**src/rtl/coin_return_dispenser.sv**
```systemverilog
// Change-return stage: captures the balance on a return request and pays it out, largest coin first.
// Define COIN_STOCK_EN for finite per-denomination stock with refill and empty flags.
module coin_return_dispenser #(
    parameter int NUM_COINS  = 3,
    parameter int TOTAL_BITS = 31,
    parameter int COIN_VAL0  = 100,
    parameter int COIN_VAL1  = 500,
    parameter int COIN_VAL2  = 1000,
    parameter int STOCK_INIT = 4
) (
    input  logic                  clk,
    input  logic                  reset_n,
    input  logic                  i_trigger_return,
    input  logic                  i_wait_expired,
    input  logic [TOTAL_BITS-1:0] i_current_total,
    input  logic                  i_coin_ready,
    output logic [NUM_COINS-1:0]  o_return_coin,
    output logic                  o_coin_valid,
    output logic                  o_busy,
    output logic                  o_done,
    output logic                  o_clear_total,
    output logic [TOTAL_BITS-1:0] o_residual
`ifdef COIN_STOCK_EN
    ,
    input  logic                  i_refill,
    output logic [NUM_COINS-1:0]  o_stock_empty
`endif
);

    localparam int IDX_BITS   = (NUM_COINS > 1) ? $clog2(NUM_COINS) : 1;
    localparam int STOCK_BITS = (STOCK_INIT > 0) ? $clog2(STOCK_INIT + 1) : 1;

    // The coin selector is written for exactly three ascending denominations.
    if (NUM_COINS != 3 || !(COIN_VAL0 < COIN_VAL1 && COIN_VAL1 < COIN_VAL2) || STOCK_INIT < 0)
    begin : g_bad_params
        $error("coin_return_dispenser: unsupported parameter set");
    end

    typedef enum logic [1:0] {
        IDLE,
        DISPENSE,
        DONE
    } state_t;

    state_t                  state;
    logic [TOTAL_BITS-1:0]   balance;
    logic [TOTAL_BITS-1:0]   residual;
    logic [NUM_COINS-1:0]    coin_avail;
    logic                    sel_found;
    logic [IDX_BITS-1:0]     sel_idx;
    logic [TOTAL_BITS-1:0]   sel_val;
    logic                    take_coin;

    function automatic logic [TOTAL_BITS-1:0] coin_value(input int idx);
        case (idx)
            0:       return TOTAL_BITS'(COIN_VAL0);
            1:       return TOTAL_BITS'(COIN_VAL1);
            default: return TOTAL_BITS'(COIN_VAL2);
        endcase
    endfunction

    // Ascending scan, so the last fitting denomination wins: largest coin first.
    always_comb begin
        sel_found = 1'b0;
        sel_idx   = '0;
        sel_val   = '0;
        for (int d = 0; d < NUM_COINS; d++) begin
            if (coin_avail[d] && coin_value(d) <= balance) begin
                sel_found = 1'b1;
                sel_idx   = IDX_BITS'(d);
                sel_val   = coin_value(d);
            end
        end
    end

    assign take_coin = (state == DISPENSE) && sel_found && i_coin_ready;

    always_ff @(posedge clk or negedge reset_n) begin
        if (!reset_n) begin
            state    <= IDLE;
            balance  <= '0;
            residual <= '0;
        end else begin
            case (state)
                IDLE: begin
                    if ((i_trigger_return || i_wait_expired) && i_current_total != '0) begin
                        balance <= i_current_total;
                        state   <= DISPENSE;
                    end
                end
                DISPENSE: begin
                    if (!sel_found) begin
                        residual <= balance;
                        state    <= DONE;
                    end else if (i_coin_ready) begin
                        balance <= balance - sel_val;
                    end
                end
                DONE: begin
                    balance <= '0;
                    state   <= IDLE;
                end
                default: state <= IDLE;
            endcase
        end
    end

`ifdef COIN_STOCK_EN
    logic [STOCK_BITS-1:0] stock [NUM_COINS];

    // Refill only while idle so a payout never sees its stock change underneath it.
    always_ff @(posedge clk or negedge reset_n) begin
        if (!reset_n) begin
            for (int d = 0; d < NUM_COINS; d++) stock[d] <= STOCK_BITS'(STOCK_INIT);
        end else if (state == IDLE && i_refill) begin
            for (int d = 0; d < NUM_COINS; d++) stock[d] <= STOCK_BITS'(STOCK_INIT);
        end else if (take_coin) begin
            for (int d = 0; d < NUM_COINS; d++) begin
                if (IDX_BITS'(d) == sel_idx) stock[d] <= stock[d] - STOCK_BITS'(1);
            end
        end
    end

    always_comb begin
        o_stock_empty = '0;
        for (int d = 0; d < NUM_COINS; d++) o_stock_empty[d] = (stock[d] == '0);
    end

    assign coin_avail = ~o_stock_empty;
`else
    assign coin_avail = '1;
`endif

    assign o_coin_valid  = (state == DISPENSE) && sel_found;
    assign o_return_coin = o_coin_valid ? ({{(NUM_COINS-1){1'b0}}, 1'b1} << sel_idx) : '0;
    assign o_busy        = (state != IDLE);
    assign o_done        = (state == DONE);
    assign o_clear_total = (state == DONE);
    assign o_residual    = residual;

endmodule

```
**config.mk**
```make
export PLATFORM = sky130hd
export DESIGN_NAME = coin_return_dispenser
export DESIGN_NICKNAME = d
export VERILOG_FILES = /design/src/rtl/coin_return_dispenser.sv
export SDC_FILE = /design/constraint.sdc
export NUM_CORES = 1
export LEC_CHECK = 0
export ABC_AREA = 1
export BUFFER_PORTS_ARGS = -buffer_cell sky130_fd_sc_hd__buf_2
export CAP_MARGIN = 25
export CORE_UTILIZATION = 57
export CTS_CLUSTER_DIAMETER = 120
export DETAILED_ROUTE_END_ITERATION = 8
export PLACE_DENSITY = 0.89
export SLEW_MARGIN = 20
export SYNTH_ARGS = -nofsm -noshare
export SYNTH_HDL_FRONTEND = slang
export SYNTH_SLANG_ARGS = --single-unit
```
**constraint.sdc**
```tcl
create_clock -name clk -period 3.05 [get_ports clk]
set_input_delay 0.4575 -clock clk [delete_from_list [all_inputs] [get_ports clk]]
set_output_delay 0.4575 -clock clk [all_outputs]
set_load 0.01 [all_outputs]
```
==> results_dict.tcl <==
set metrics [dict create \
    status "finished clean" \
    fin_area_sq_um 5512 \
    worstSetupStartpoint "balance[28]" \
    maxSlewViolCount 0 \
    final_common_cell "nand2_1" \
    layout_common_cells "nand2_1 (260), inv_1 (91), buf_2 (73)" \
    power.leakage_nw 3.233 \
    period_minus_slack_ns 3.019 \
    final_layout_size_suffix_gt1_share_pct 25.06 \
    cts.sinks 64 \
    clk_pin_slew_ns 0.08 \
    ys_seq_area_share_pct 37.22 \
    p_int_mw 2.573 \
    path_max_fanout 5 \
    die_w_um 88.89 \
    synthToLayoutAreaGrowth_pct 28.09 \
    cp_common_cell "nand2_1" \
    crit_path_cell_trace "nor3_2 > nand2_1 > nor2_4 > buf_6 > nand4_1 > nand2_2 > nand4_1 > ha_4 > nand2_2 > nor2_1 > nand2_1 > nand3_4 > buf_6 > nand3b_1 > nand2_1 > nand2_1 > nand3_1 > nand2_1 > nand2_1 > nand2_1" \
    cts_tree "yes" \
    post-route-drc-count 0 \
    sw_frac_of_total_pct 48.24 \
    synthesis.nets 731 \
    rows 31 \
    p_comb_share_pct 54.8 \
    hp-class "input pin to asynchronous set/reset pin" \
    critPathRequiredTime_ns 3.31 \
    max_stage_delay_ns 0.46 \
    grt_pass1_vias 4395 \
    grt.total_usage_pct 34.84 \
    endpoint_kind "register" \
    nets 843 \
    crit_type "register to register" \
    post_synth.cell_area_avg_sq_um 6.318 \
    crit_family "simple AND/OR/NAND/NOR gates" \
    antenna_found_initial 0 \
    power_mw 4.972 \
    vdd_drop_max_mv 0.5002 \
    vias_per_cell 5.369 \
    first_iter_violations 360 \
    vias 4816 \
    place_hpwl_um 10030 \
    start_kind "register" \
    dieArea_sq_um 7901 \
    portBuffers 73 \
    detail_route.wl_per_cell_um 14.96 \
    diodes 0 \
    root_buffer "clkbuf_8" \
    cts_hold_buf 0 \
    clkPwrFrac_pct 18.8 \
    r2r_start "balance[28]" \
    start_util_pct 59.01 \
    p_sw_mw 2.399 \
    clk_latency_ns 0.35 \
    grt_pass1_wl_um 20430 \
    placed_area_sq_um 4923 \
    synth_cell_types 29 \
    powerDensity_nw_per_um2 902.1 \
    synthCells 681 \
    cts-htree-levels 3 \
    synthesis.area_sq_um 4303 \
    r2r-end "balance[23]" \
    gp_congestion 1.044 \
    slew-limit-headroom_pct 53.73 \
    rrSetupSlack_ns 0.03 \
    fin_worst_skew_ns 0.009576 \
    dieHeight_um 88.89 \
    synth_warnings 0 \
    fp.coreArea_sq_um 7292 \
    ant_nets 0 \
    wl_um 13420 \
    fmax_mhz 331.2 \
    numCtsBuffers 9 \
    ys_seq_elements 64 \
    dr.pass1.iters 5 \
    whs_ns 0.06950 \
    max-cap-violations 0 \
    p_seq_share_pct 26.4 \
    setup_viol 0 \
    worstMarginPinSlew_ns 0.6933 \
    final.period_utilization_pct 98.99 \
    cts_buffer_depth 2 \
    overflow 0 \
    worst_ep_arrival_time_ns 3.28 \
    io_pins 74 \
    hold_viol 0 \
    grt_max_degree 39 \
    critPathSlowestCell "dfrtp_1" \
    ff2ff_path_depth 20 \
    rsz0062_at_grt "true" \
    path_buf_inv 2 \
]
-- repair_timing --
action / 4_1_cts / 5_1_grt
pin swaps: 0 / 22
setup endpoints to repair: 7 / 25
gates cloned: 0 / 0
buffers inserted: 0 / 13
gates resized for setup: 1 / 74
-- final cells by class --
cell class,instances,area (sq um)
Timing Repair Buffer,116,695.7
Clock buffer,9,123.9
Inverter,100,375.4
Fill cell,610,1780
Tap cell,99,123.9
Multi-Input combinational cell,502,2460
Clock inverter,7,125.1
Sequential cell,64,1608
-- worst max-delay path by stage --
| stage | end | depth (start not counted) | slack (ns) |
|---|---|---|---|
| final | balance[23] | 20 | 0.03 |
| after global routing | balance[23] | 20 | -0.1 |
| after CTS | balance[14] | 18 | 0.01 |
| after detailed placement | balance[12] | 20 | -0.008 |
| after global placement | balance[11] | 17 | 0.03 |
| after floorplan | balance[20] | 22 | 0.43 |
-- metrics by stage --
step	cells	setup WS [ns]	utilization (%)	TNS, ns
2_1_floorplan	681	0.4322	-	0
3_3_place_gp	868	0.03163	67.52	0
3_5_place_dp	868	-0.007717	67.52	-0.01194
4_1_cts	884	0.01097	71.00	0
5_1_grt	897	-0.09990	75.58	-0.7865
6_report	897	0.03075	75.58	0
-- registers in the layout (all words and copies together), names as in the netlist --
register,flops
o_residual,31
balance,31
state,2
-- synthesized netlist by cell type --
library cell / count / area, sq um
nand2_1: 276 / 1036
inv_1: 98 / 367.9
nor2_1: 85 / 319.1
dfrtp_1: 64 / 1602
nand3_1: 50 / 250.2
o21ai_0: 22 / 110.1
o21ai_1: 15 / 75.07
ha_1: 13 / 162.7
nand4_1: 10 / 62.56
a21oi_1: 8 / 40.04
nor3_1: 6 / 30.03
clkbuf_1: 4 / 15.01
buf_2: 3 / 15.01
buf_4: 3 / 22.52
buf_6: 3 / 33.78
and2_1: 2 / 12.51
buf_1: 2 / 7.510
inv_2: 2 / 7.510
nand3b_1: 2 / 15.01
nor2_2: 2 / 12.51
nor4_1: 2 / 12.51
o21bai_1: 2 / 15.01
a21o_1: 1 / 7.510
a22o_1: 1 / 8.760
fa_1: 1 / 20.02
nand3_2: 1 / 10.01
nor2_8: 1 / 20.02
o22ai_1: 1 / 6.260
or2_2: 1 / 6.260
-- per-layer routing --
metal	routed length [um]	GRT usage, %
met4	457	20.23
met3	1055	4.478
met1	5421	43.91
met2	6485	57.48
met5	0	0
-- power by group through the flow --
stage	Sequential, mW	Combinational, mW	Clock (mW)
after floorplan	1.22	1.69	0
after global placement	1.28	2.33	0
after detailed placement	1.29	2.38	0
after CTS	1.27	2.40	0.942
after global routing	1.34	3.03	0.975
final	1.31	2.72	0.936
-- kinds of logic (layout without fill, tap and decap cells) --
logic type	count (synthesis)	in the layout	share of synthesized area, %
AO/OA/AOI/OAI	50	50	6.107
AND/OR/NAND/NOR	438	438	41.52
buffers and inverters	115	232	10.90
flip-flops	64	64	37.22
adder cells (fa/ha/maj)	14	14	4.246
Power figures use the tool's default switching activity.
